$ cat config.mk
export PLATFORM = sky130hd
export DESIGN_NAME = fir_out_quantizer_flat
export DESIGN_NICKNAME = d
export VERILOG_FILES = /design/src/rtl/fir_out_quantizer_if.sv /design/src/rtl/fir_out_quantizer.sv /design/src/flat_wrapper.sv
export SDC_FILE = /design/constraint.sdc
export NUM_CORES = 1
export LEC_CHECK = 0
export ABC_AREA = 0
export BUFFER_PORTS_ARGS = -buffer_cell sky130_fd_sc_hd__clkbuf_2
export CORE_ASPECT_RATIO = 0.75
export CORE_MARGIN = 8
export CORE_UTILIZATION = 48
export DETAILED_ROUTE_END_ITERATION = 6
export GPL_ROUTABILITY_DRIVEN = 0
export PLACE_DENSITY = 0.68
export REMOVE_ABC_BUFFERS = 1
export SETUP_SLACK_MARGIN = 0.3
export SLEW_MARGIN = 20
export SYNTH_ARGS = -nofsm -noshare
export SYNTH_HDL_FRONTEND = slang
export SYNTH_SLANG_ARGS = --single-unit
$ cat constraint.sdc
create_clock -name clk -period 3.7 [get_ports clk]
set_input_delay 0.555 -clock clk [delete_from_list [all_inputs] [get_ports clk]]
set_output_delay 0.555 -clock clk [all_outputs]
set_load 0.05 [all_outputs]
$ cat src/rtl/fir_out_quantizer_if.sv
// fir_out_quantizer_if: accumulator input, sample stream output and status of the FIR output stage
interface fir_out_quantizer_if #(
  parameter int IN_WIDTH  = 38,
  parameter int OUT_WIDTH = 16,
  parameter int CNT_WIDTH = 3
);
  logic [IN_WIDTH-1:0]  acc_in;
  logic                 acc_valid;
  logic [OUT_WIDTH-1:0] q_out;
  logic                 q_valid;
  logic                 q_ready;
  logic [CNT_WIDTH-1:0] fifo_count;
  logic                 drop;
  logic                 sat_flag;
  logic                 overrun_flag;
  modport master (
    output acc_in, acc_valid, q_ready,
    input  q_out, q_valid, fifo_count, drop, sat_flag, overrun_flag
  );
  modport slave (
    input  acc_in, acc_valid, q_ready,
    output q_out, q_valid, fifo_count, drop, sat_flag, overrun_flag
  );
endinterface

$ cat src/rtl/fir_out_quantizer.sv
// fir_out_quantizer: round, saturate and buffer FIR accumulator results for a valid/ready consumer
module fir_out_quantizer #(
  parameter int IN_WIDTH   = 38,
  parameter int OUT_WIDTH  = 16,
  parameter int SHIFT      = 15,
  parameter int FIFO_DEPTH = 4,
  parameter int CNT_WIDTH  = $clog2(FIFO_DEPTH) + 1
) (
  input logic clk,
  input logic reset,
  fir_out_quantizer_if.slave bus
);
  localparam int RW = IN_WIDTH + 1 - SHIFT;
  localparam int EW = RW > OUT_WIDTH ? RW : OUT_WIDTH;
  localparam int AW = $clog2(FIFO_DEPTH);
  localparam logic signed [EW-1:0] SMAX = {{(EW-OUT_WIDTH+1){1'b0}}, {(OUT_WIDTH-1){1'b1}}};
  localparam logic signed [EW-1:0] SMIN = {{(EW-OUT_WIDTH+1){1'b1}}, {(OUT_WIDTH-1){1'b0}}};
  logic signed [IN_WIDTH:0] sum;
  logic signed [EW-1:0]     r_ext;
  logic [RW-1:0]            r_d, r_q;
  logic                     valid_r_d, valid_r_q;
  logic [OUT_WIDTH-1:0]     s_d, s_q;
  logic                     valid_s_d, valid_s_q, sat_d, sat_q;
  logic [OUT_WIDTH-1:0]     mem_d [FIFO_DEPTH];
  logic [OUT_WIDTH-1:0]     mem_q [FIFO_DEPTH];
  logic [AW-1:0]            wr_d, wr_q, rd_d, rd_q;
  logic [CNT_WIDTH-1:0]     cnt_d, cnt_q, left;
  logic [OUT_WIDTH-1:0]     q_out_d, q_out_q;
  logic                     q_valid_d, q_valid_q, drop_d, drop_q;
  logic                     sat_flag_d, sat_flag_q, overrun_d, overrun_q;
  logic                     pop, push, full, hi, lo;
  // round half toward +inf, then clip the rounded value to the output range
  always_comb begin
    sum = $signed({bus.acc_in[IN_WIDTH-1], bus.acc_in}) + $signed({{IN_WIDTH{1'b0}}, 1'b1} << (SHIFT - 1));
    r_d = RW'(sum >>> SHIFT);
    valid_r_d = bus.acc_valid;
    r_ext = EW'($signed(r_q));
    hi = r_ext > SMAX;
    lo = r_ext < SMIN;
    s_d = hi ? {1'b0, {(OUT_WIDTH-1){1'b1}}} : lo ? {1'b1, {(OUT_WIDTH-1){1'b0}}} : r_ext[OUT_WIDTH-1:0];
    sat_d = hi || lo;
    valid_s_d = valid_r_q;
    sat_flag_d = sat_flag_q || (valid_r_q && sat_d);
  end
  // FIFO bookkeeping; q_out looks ahead to the head that will exist after this edge
  always_comb begin
    pop = q_valid_q && bus.q_ready;
    full = cnt_q == CNT_WIDTH'(FIFO_DEPTH);
    push = valid_s_q && (!full || pop);
    mem_d = mem_q;
    if (push) mem_d[wr_q] = s_q;
    wr_d = wr_q + AW'(push);
    rd_d = rd_q + AW'(pop);
    cnt_d = cnt_q + CNT_WIDTH'(push) - CNT_WIDTH'(pop);
    left = cnt_q - CNT_WIDTH'(pop);
    q_out_d = left != '0 ? mem_q[rd_d] : push ? s_q : q_out_q;
    q_valid_d = cnt_d != '0;
    drop_d = valid_s_q && full && !pop;
    overrun_d = overrun_q || drop_d;
  end
  // pipeline, pointers and flags with synchronous reset
  always_ff @(posedge clk) begin
    if (reset) begin
      r_q <= '0;
      valid_r_q <= 1'b0;
      s_q <= '0;
      valid_s_q <= 1'b0;
      sat_q <= 1'b0;
      wr_q <= '0;
      rd_q <= '0;
      cnt_q <= '0;
      q_out_q <= '0;
      q_valid_q <= 1'b0;
      drop_q <= 1'b0;
      sat_flag_q <= 1'b0;
      overrun_q <= 1'b0;
    end else begin
      r_q <= r_d;
      valid_r_q <= valid_r_d;
      s_q <= s_d;
      valid_s_q <= valid_s_d;
      sat_q <= sat_d;
      wr_q <= wr_d;
      rd_q <= rd_d;
      cnt_q <= cnt_d;
      q_out_q <= q_out_d;
      q_valid_q <= q_valid_d;
      drop_q <= drop_d;
      sat_flag_q <= sat_flag_d;
      overrun_q <= overrun_d;
    end
  end
  // sample storage needs no reset; occupancy is tracked by the pointers
  always_ff @(posedge clk) begin
    mem_q <= mem_d;
  end
  assign bus.q_out        = q_out_q;
  assign bus.q_valid      = q_valid_q;
  assign bus.fifo_count   = cnt_q;
  assign bus.drop         = drop_q;
  assign bus.sat_flag     = sat_flag_q;
  assign bus.overrun_flag = overrun_q;
endmodule
$ cat src/flat_wrapper.sv
// flat-port wrapper written by rule: the top's interface ports become plain ports
module fir_out_quantizer_flat 
#(
  parameter int IN_WIDTH   = 38,
  parameter int OUT_WIDTH  = 16,
  parameter int SHIFT      = 15,
  parameter int FIFO_DEPTH = 4,
  parameter int CNT_WIDTH  = $clog2(FIFO_DEPTH) + 1
)
  (clk, reset, bus_acc_in, bus_acc_valid, bus_q_ready, bus_q_out, bus_q_valid, bus_fifo_count, bus_drop, bus_sat_flag, bus_overrun_flag);
  fir_out_quantizer_if #(.IN_WIDTH(IN_WIDTH), .OUT_WIDTH(OUT_WIDTH), .CNT_WIDTH(CNT_WIDTH)) bus_i ();
  input logic clk;
  input logic reset;
  input wire logic [$bits(bus_i.acc_in)-1:0] bus_acc_in;
  input wire logic [$bits(bus_i.acc_valid)-1:0] bus_acc_valid;
  input wire logic [$bits(bus_i.q_ready)-1:0] bus_q_ready;
  output wire logic [$bits(bus_i.q_out)-1:0] bus_q_out;
  output wire logic [$bits(bus_i.q_valid)-1:0] bus_q_valid;
  output wire logic [$bits(bus_i.fifo_count)-1:0] bus_fifo_count;
  output wire logic [$bits(bus_i.drop)-1:0] bus_drop;
  output wire logic [$bits(bus_i.sat_flag)-1:0] bus_sat_flag;
  output wire logic [$bits(bus_i.overrun_flag)-1:0] bus_overrun_flag;
  assign bus_i.acc_in = bus_acc_in;
  assign bus_i.acc_valid = bus_acc_valid;
  assign bus_i.q_ready = bus_q_ready;
  assign bus_q_out = bus_i.q_out;
  assign bus_q_valid = bus_i.q_valid;
  assign bus_fifo_count = bus_i.fifo_count;
  assign bus_drop = bus_i.drop;
  assign bus_sat_flag = bus_i.sat_flag;
  assign bus_overrun_flag = bus_i.overrun_flag;
  fir_out_quantizer #(.IN_WIDTH(IN_WIDTH), .OUT_WIDTH(OUT_WIDTH), .SHIFT(SHIFT), .FIFO_DEPTH(FIFO_DEPTH), .CNT_WIDTH(CNT_WIDTH)) u_core (.clk(clk), .reset(reset), .bus(bus_i));
endmodule
==> flow_summary.ini, run 1 <==
[outcome]
status = finished, final reports clean

[routing]
first_pass_iters = 5
post_drt_wl_per_cell_um = 15.69
via_per_inst = 5.209
ant_nets = 0
vias = 3209
route.detailed.drc = 0
wirelength_mm = 9.663
drtIter0Drc = 133

[synth]
synth_top_area_cell = edfxtp_1
syn_area_um2 = 5116
synth_ff_type = dfxtp_1
synth_top_area_share_pct = 37.56
synthArstFlopShare_pct = 0
ys_seq_elements = 133
ys_types = 35
netlist_instances = 409
yosys_warnings = 0
avgSynthCellArea_um2 = 12.51
synth_common_cells = dfxtp_1, edfxtp_1, nor2_1
synth-edff-count = 64
yosysSeqAreaShare_pct = 64.56
yosysMostFrequentCell = dfxtp_1
synth_area_leaders = edfxtp_1, dfxtp_1, mux2i_1, nor2_1, o22a_1

[sta]
hold_viol = 0
tightest_slew_ns = 0.9960
rsz0062_at_grt = false
setup_violations = 0
fmax_ghz = 0.4188
drv_slew = 0
period_minus_slack_ns = 2.387
setup_total_negative_slack_ns = 0
fin_ws_ns = 1.313
period_share_pct = 64.53
max_slew_margin_pct = 33.53
clock_skew_ns = 0.009254

[clock_tree]
clock_latency_ns = 0.41
clkTransAtPathRegs_ns = 0.06
ctsHoldBuffers = 0
htree_levels = 4
cts.sinks = 133
cts_buffers = 17
postCtsSetupRepairBufs = 0
clock-root-buffer = clkbuf_16
cts_tree = done
cts_resized = 0
clk_path_buf_depth = 2

[setup_path]
endpoint_kind = flop
cp_common_cell = ha_1
critPathMaxFanout = 16
path_buf_inv = 1
crit_path_start_kind = flop
worstPathArrival_ns = 2.72
crit_chain = and2_1, ha_1, inv_1, ha_1, nand2b_1, or3_1, o21ai_1
cp_top_family = simple AND/OR/NAND/NOR gates
slowest_stage = or3_1
required_ns = 4.03
slowest_delay_ns = 0.72
reg2reg_slack_ns = 1.31
critPathKind = flop to flop

[global_route]
grt_pass1_wl_mm = 15.96
grt_max_degree = 42
grt_overflow = 0
track_usage_pct = 14.35
antenna_found_initial = 0
grt_pass1_vias = 3206

[placement]
place_ws_ns = 1.003
dp_hpwl_mm = 6.195
dp_cells = 584
portBuffers = 50

[die]
num_rows = 32
io_pins = 65
die_area_um2 = 14250
start_util_pct = 49.53
dieWidth_um = 135.2
coreArea_um2 = 10330
die_h_um = 105.4

[final_layout]
fin_cells = 616
final_core_util_pct = 59.74
drive_gt1_share_pct = 20.21
area_growth_syn_to_layout_pct = 20.62
nNetsFinal = 517
antenna_cells = 0

[pwr]
p_leak_nw = 2.345
p_total_w = 0.004315
ir_worst_vdd_uv = 378.3
power.density_nw_per_um2 = 699.2

[hold_path]
hold_path_class = input port to flop

[job]
cap_violations = 0
==> through the flow <==
| step | instance area (um2) | hold slack (ns) |
|---|---|---|
| floorplan | 5046 | 0.4161 |
| global placement | 5565 | 0.4258 |
| detailed placement | 5565 | 0.4326 |
| CTS | 6167 | 0.3463 |
| global route | 6171 | 0.3572 |
| finish | 6171 | 0.3556 |
==> metal layers <==
layer  track usage, %  vias up  share of wire (%)
met1            18.24     1512                 47
met5                0        -                  0
li1                 -     1611                  -
met4            5.929        0               0.92
met3            4.080        6                4.4
met2            22.57       80                 47
==> final timing paths <==
| path | startpoint | end | cells after the start |
|---|---|---|---|
| worst min-delay path | bus_acc_valid | u_core.valid_r_q | 2 |
| worst max-delay path | u_core.bus.q_valid | u_core.bus.q_out[7] | 7 |
| worst min register to register | u_core.r_ext[9] | u_core.s_q[9] | 2 |
| worst max register to register | u_core.bus.q_valid | u_core.bus.q_out[7] | 7 |
==> logic make-up (layout without fill, tap and decap cells) <==
kind of cell / after synthesis / after routing / synth area share (%)
and+or+nand+nor: 120 / 120 / 11.98
xor gates and xnor gates: 18 / 18 / 3.081
AOI/OAI and AO/OA: 55 / 55 / 6.628
buffers and inverters: 26 / 97 / 2.030
DFF: 133 / 133 / 64.56
adders and majority gates: 8 / 8 / 2.103
muxes: 49 / 49 / 9.611
==> area by class of cell <==
class | instances | area, um2
clock buffer | 20 | 500.5
clock inverter | 12 | 101.3
fill | 821 | 4159
inverter | 9 | 33.78
multi-input combinational | 250 | 1767
sequential | 133 | 3303
tap | 136 | 170.2
timing repair buffer | 56 | 295.3
==> cells in the final DEF (no fill, tap or decap), drive strengths merged <==
cell,synthesis,routed
and4,2,2
a31oi,1,1
nor3b,3,3
or3,9,9
clkbuf,9,70
nor4,6,6
o21ai,27,27
mux2i,48,48
nand2b,3,3
edfxtp,64,64
nand3,6,6
nor2,52,52
and2,2,2
inv,9,17
buf,8,6
xor2,7,7
a21oi,10,10
nor2b,9,9
clkinv,0,4
nor3,7,7
dfxtp,69,69
xnor2,11,11
nand4,10,10
nand2,8,8
ha,7,7
mux2,1,1
o31ai,1,1
or4,2,2
and3,1,1
fa,1,1
o22a,16,16
==> report_power, final <==
| group | internal (W) | total, W | switching, W |
|---|---|---|---|
| Clock | 0.000997 | 0.00165 | 0.000648 |
| Sequential | 0.00168 | 0.00176 | 0.0000812 |
| Combinational | 0.000293 | 0.000912 | 0.000619 |
==> sequential cells by signal, summed over array words and instances, names as in the netlist <==
signal                   cells
u_core.bus.drop              1
u_core.bus.fifo_count        3
u_core.bus.overrun_flag      1
u_core.bus.q_out            16
u_core.bus.q_valid           1
u_core.bus.sat_flag          1
u_core.mem_q                64
u_core.r_ext                24
u_core.rd_q                  2
u_core.s_q                  16
u_core.valid_r_q             1
u_core.valid_s_q             1
u_core.wr_q                  2
No activity file was read; power rests on OpenSTA's default activity.
==> run 2: changes to the inputs <==
--- a/config.mk
+++ b/config.mk
@@ -5,14 +5,14 @@
 export SDC_FILE = /design/constraint.sdc
 export NUM_CORES = 1
 export LEC_CHECK = 0
-export ABC_AREA = 0
+export ABC_AREA = 1
 export BUFFER_PORTS_ARGS = -buffer_cell sky130_fd_sc_hd__clkbuf_2
 export CORE_ASPECT_RATIO = 0.75
 export CORE_MARGIN = 8
 export CORE_UTILIZATION = 48
 export DETAILED_ROUTE_END_ITERATION = 6
 export GPL_ROUTABILITY_DRIVEN = 0
-export PLACE_DENSITY = 0.68
+export PLACE_DENSITY = 0.7
 export REMOVE_ABC_BUFFERS = 1
 export SETUP_SLACK_MARGIN = 0.3
 export SLEW_MARGIN = 20
==> constraint.sdc (replaced) <==
create_clock -name clk -period 1.95 [get_ports clk]
set_input_delay 0.2925 -clock clk [delete_from_list [all_inputs] [get_ports clk]]
set_output_delay 0.2925 -clock clk [all_outputs]
set_load 0.05 [all_outputs]
==> run 2 against run 1 <==
Critical path depth is 6 higher. Utilization is 3.8 points higher. Total power grew to 2.6 times the previous value. Hold slack worse by 0.29 ns. Maximum frequency is 33% higher. Die area is 9.3% higher. Flip-flop and latch count stayed put. Sequential power is 93% higher. Clock-buffer cell count is 3 lower. Largest cell class unchanged. Highest routed layer unchanged.
==> flow_summary.ini, run 2 <==
[setup_path]
worstPathArrival_ns = 2.11
endpoint = u_core.bus.q_out[12]
r2r-end = u_core.bus.q_out[12]
reg2reg_depth = 13
rr_startpoint = u_core.bus.q_valid
required_ns = 2.26
slowest_stage = dfxtp_2
reg2reg_slack_ns = 0.15
cp_common_cell = buf_12
crit_chain = nand2_2, inv_2, ha_4, buf_12, ha_4, nand2_2, nand3_4, buf_12, buf_12, nor2_2, nand2_1, nand3_1, nor2_1
cp-startpoint = u_core.bus.q_valid
crit_path_start_kind = flop
slowest_delay_ns = 0.32
critPathKind = flop to flop
endpoint_kind = flop
critPathMaxFanout = 5

[synth]
synth_top_area_share_pct = 33.90
synth_common_cells = nor2_1, nand2_1, dfxtp_1
ys_seq_elements = 133
ys_types = 30
synth_area_leaders = edfxtp_1, dfxtp_1, nor2_1, nand2_1, inv_1
yosysMostFrequentCell = nor2_1
yosysSeqAreaShare_pct = 58.27
syn_area_um2 = 5669
yosys_warnings = 0
synth_top_area_cell = edfxtp_1
synth-edff-count = 64
avgSynthCellArea_um2 = 8.642
synthArstFlopShare_pct = 0
synth_ff_type = dfxtp_1
netlist_instances = 656

[placement]
dp_hpwl_mm = 8.221
dpl_cell_area_um2 = 6205
portBuffers = 50

[die]
io_pins = 65
die_h_um = 110.1
start_util_pct = 48.99
coreArea_um2 = 11570
num_rows = 34
dieWidth_um = 141.5
die_area_um2 = 15580

[global_route]
grt_pass1_wl_mm = 21.59
grt_overflow = 0
track_usage_pct = 18.07
antenna_found_initial = 0
grt_pass1_vias = 4430
grt_max_degree = 33

[clock_tree]
cts.sinks = 133
cts_tree = done
htree_levels = 4
cts_buffers = 17
clkTransAtPathRegs_ns = 0.06
clock-root-buffer = clkbuf_16
ctsHoldBuffers = 0
clock_latency_ns = 0.42
clk_path_buf_depth = 2

[pwr]
ir_worst_vdd_uv = 764.5
p_leak_nw = 3.147
power.density_nw_per_um2 = 1536
p_total_w = 0.01130

[final_layout]
largest_reg_flops = 64
area_growth_syn_to_layout_pct = 29.73
top_register = u_core.mem_q
nNetsFinal = 785
final_common_cell = nor2_1
final_cell_mix = nor2_1, nand2_1, dfxtp_1, edfxtp_1, inv_1
drive_gt1_share_pct = 24.06
antenna_cells = 0
postLayoutCellArea_um2 = 7355

[sta]
hold_viol = 0
clock_skew_ns = 0.009089
period_share_pct = 92.20
max_slew_margin_pct = 70.93
drv_slew = 0
fmax_ghz = 0.5562
period_minus_slack_ns = 1.798
rsz0062_at_grt = true
tightest_slew_ns = 0.4351
setup_violations = 0

[outcome]
status = finished, final reports clean

[routing]
vias = 4571
drtIter0Drc = 397
first_pass_iters = 7
route.detailed.drc = 0
post_drt_wl_per_cell_um = 15.53
via_per_inst = 5.023
ant_nets = 0
wirelength_mm = 14.13

[hold_path]
hold_path_class = input port to flop
worstHoldStart = bus_acc_valid

[job]
cap_violations = 0
==> run 2: cell types whose count changed in the layout (fill, tap and decap cells not counted), sizes merged, moves of 27 or more <==
cell / before / now
mux2i: 48 / 0
buf: 6 / 33
nand3: 6 / 47
nand2: 8 / 132
nor2: 52 / 158
inv: 17 / 68
==> run 2: layout make-up <==
type | instances | area [um2]
sequential | 133 | 3309
multi-input combinational | 430 | 2216
timing repair buffer | 84 | 718.2
fill | 901 | 4217
inverter | 69 | 271.5
clock inverter | 15 | 211.5
tap | 162 | 202.7
clock buffer | 17 | 425.4
==> run 2: metrics by stage <==
stage,cells,hold slack [ns],setup slack [ns],setup TNS (ns),util [%]
after global routing,910,0.06618,0.06109,0,63.56
after floorplan,632,0.3592,-0.7662,-58.57,-
after CTS,906,0.05664,0.1886,0,61.68
after detailed placement,866,0.4271,-0.07535,-0.7711,53.62
final,910,0.06784,0.1521,0,63.56
after global placement,866,0.4293,0.01827,0,53.62
==> run 2: logic make-up (layout without fill, tap and decap cells) <==
| group | Yosys count | after routing | synth area share, % |
|---|---|---|---|
| AND/OR/NAND/NOR | 366 | 366 | 27.46 |
| flip-flops | 133 | 133 | 58.27 |
| buffers and inverters | 93 | 185 | 6.820 |
| AO/OA/AOI/OAI | 48 | 48 | 4.326 |
| adder cells (fa/ha/maj) | 8 | 8 | 1.898 |
| XOR/XNOR | 8 | 8 | 1.236 |
==> run 2: critical path: cells and delay by family, from the launching register on <==
kind | cells | cell delay (ns)
buffers and inverters | 4 | 0.49
DFF | 1 | 0.32
adders and majority gates | 2 | 0.33
and+or+nand+nor | 7 | 0.54
==> run 2: how the worst min path moves through the flow <==
| stage | endpoint | slack [ns] | cells after the start |
|---|---|---|---|
| 2_1_floorplan | u_core.bus.fifo_count[1] | 0.36 | 1 |
| 4_1_cts | u_core.valid_r_q | 0.06 | 3 |
| 5_1_grt | u_core.valid_r_q | 0.07 | 3 |
| 3_3_place_gp | u_core.s_q[10] | 0.43 | 2 |
| 3_5_place_dp | u_core.s_q[1] | 0.43 | 2 |
| 6_report | u_core.valid_r_q | 0.07 | 3 |
==> run 2: report_power, final <==
group	internal [W]	leakage [nW]	switching, W	total [W]
combinational	0.00188	1.68	0.00262	0.00450
clock	0.00225	0.310	0.00117	0.00342
sequential	0.00321	1.16	0.000173	0.00339
==> run 2: per-layer routing <==
| layer | vias up | wire (um) | global-route usage, % |
|---|---|---|---|
| li1 | 2257 | - | - |
| met1 | 2115 | 6151 | 21.72 |
| met2 | 176 | 6703 | 30.52 |
| met3 | 23 | 943 | 3.787 |
| met4 | 0 | 330 | 9.778 |
| met5 | - | 0 | 0 |
==> run 2: repair_timing <==
| item | in CTS | in global routing |
|---|---|---|
| setup buffers | 5 | 2 |
| resized for setup | 41 | 44 |
| cloned | 3 | 2 |
| setup endpoints to repair | 52 | 68 |
| pin swaps | 15 | 15 |
==> run 3: changes to the inputs <==
--- a/config.mk
+++ b/config.mk
@@ -11,9 +11,7 @@
 export CORE_MARGIN = 8
 export CORE_UTILIZATION = 48
 export DETAILED_ROUTE_END_ITERATION = 6
-export GPL_ROUTABILITY_DRIVEN = 0
 export PLACE_DENSITY = 0.7
-export REMOVE_ABC_BUFFERS = 1
 export SETUP_SLACK_MARGIN = 0.3
 export SLEW_MARGIN = 20
 export SYNTH_ARGS = -nofsm -noshare
==> run 3 against run 2 <==
The run now ends with design-rule violations left. Utilization down 2.4 points. Global-route usage down 0.25 points. Wire length down 8.7%. Largest power group unchanged.
==> flow_summary.ini, run 3 (same netlist as run 2, synthesis figures left out) <==
[pwr]
ir_worst_vdd_uv = 842.2
power.density_nw_per_um2 = 1450
p_total_w = 0.01025
p_leak_nw = 3.021

[sta]
max_slew_margin_pct = 66.19
fmax_ghz = 0.5768
clock_skew_ns = 0.007524
setup_total_negative_slack_ns = 0
hold_slack_ns = 0.06368
rsz0062_at_grt = true
fin_ws_ns = 0.2162
drv_slew = 0
period_share_pct = 88.91
setup_violations = 0
period_minus_slack_ns = 1.734
hold_viol = 0
tightest_slew_ns = 0.5059

[setup_path]
crit_chain = nand2_4, inv_4, ha_4, inv_4, ha_4, inv_2, fa_2, nand3_2, nand2_1, inv_1
slowest_stage = fa_2
critPathKind = flop to flop
critPathMaxFanout = 2
required_ns = 2.26
crit_path_start_kind = flop
worstPathArrival_ns = 2.05
slowest_delay_ns = 0.54
endpoint_kind = flop

[placement]
routabilityCongestion = 0.9628
dp_hpwl_mm = 8.464
portBuffers = 50
dp_cells = 861
place_ws_ns = 0.04702

[global_route]
grt_pass1_vias = 4375
antenna_found_initial = 0
track_usage_pct = 17.82
grt_pass1_wl_mm = 21.56
grt_max_degree = 32
grt_overflow = 0

[die]
num_rows = 34
die_area_um2 = 15580
die_h_um = 110.1
io_pins = 65
coreArea_um2 = 11570
start_util_pct = 48.99
dieWidth_um = 141.5

[outcome]
status = finished, violations left
violations = design-rule violations

[routing]
first_pass_iters = 7
via_per_inst = 4.980
post_drt_wl_per_cell_um = 14.35
route.detailed.drc = 1
ant_nets = 0
wirelength_mm = 12.90
vias = 4477
drtIter0Drc = 265

[final_layout]
largest_reg_flops = 64
fin_cells = 899
top_register = u_core.mem_q
antenna_cells = 0
nNetsFinal = 774
final_common_cell = nor2_1
area_growth_syn_to_layout_pct = 24.74
drive_gt1_share_pct = 20.90
final_cell_mix = nor2_1, nand2_1, dfxtp_1, edfxtp_1, inv_1

[clock_tree]
cts_tree = done
clkTransAtPathRegs_ns = 0.06
clk_path_buf_depth = 2
clock-root-buffer = clkbuf_16
htree_levels = 4
cts_buffers = 17
clock_latency_ns = 0.42
ctsHoldBuffers = 0
cts.sinks = 133

[synth]
synthesis.nets = 706

[hold_path]
hold_path_class = input port to flop

[job]
cap_violations = 0
-- run 3: layout make-up --
type	count	area (um2)
clock inverters	14	161.4
flip-flops and latches	133	3318
inverters	69	269.0
well taps	162	202.7
clock buffers	18	429.2
fillers	982	4499
multi-input cells	430	2153
repair buffers	73	538.0
-- run 3: worst max-delay path: cells and delay by family, from the launching register on --
kind | cells | cell delay [ns]
buffers and inverters | 4 | 0.17
adder cells (fa/ha/maj) | 3 | 0.89
flip-flops | 1 | 0.35
AND/OR/NAND/NOR | 3 | 0.21
-- run 3: repair_timing --
item	in CTS	in global routing
cloned	1	1
endpoints found under the hold margin	0	0
pin swaps	6	2
buffers inserted	3	1
endpoints found under the setup margin	17	58
gates resized for setup	15	11
-- run 3: metal layers --
metal	part of all wire [%]	global-route usage (%)	wire (um)	vias to the layer above
li1	-	-	-	2239
met1	47	22.37	6010	2092
met2	46	29.00	5960	129
met3	6.0	4.948	769	17
met4	1.2	7.181	159	0
met5	0	0	0	-
-- run 3: final timing paths --
path	startpoint	to	slack [ns]	depth (start not counted)
worst max register to register	u_core.bus.q_valid	u_core.bus.q_valid	0.22	10
worst min-delay path	bus_acc_valid	u_core.valid_r_q	0.06	3
worst max-delay path	u_core.bus.q_valid	u_core.bus.q_valid	0.22	10
worst min register to register	u_core.valid_r_q	u_core.valid_s_q	0.42	2
-- run 3: where the power goes --
group          switching [W]  total [W]  internal [W]
registers           0.000162    0.00339       0.00322
clock network        0.00117    0.00316       0.00200
logic                0.00233    0.00370       0.00137
total                0.00366     0.0103       0.00659
-- run 3: metrics by stage --
step | util [%] | cell area [um2]
final | 61.12 | 7072
after global routing | 61.12 | 7072
after CTS | 60.50 | 7000
after detailed placement | 54.44 | 6300
after global placement | 54.44 | 6300
after floorplan | - | 5797
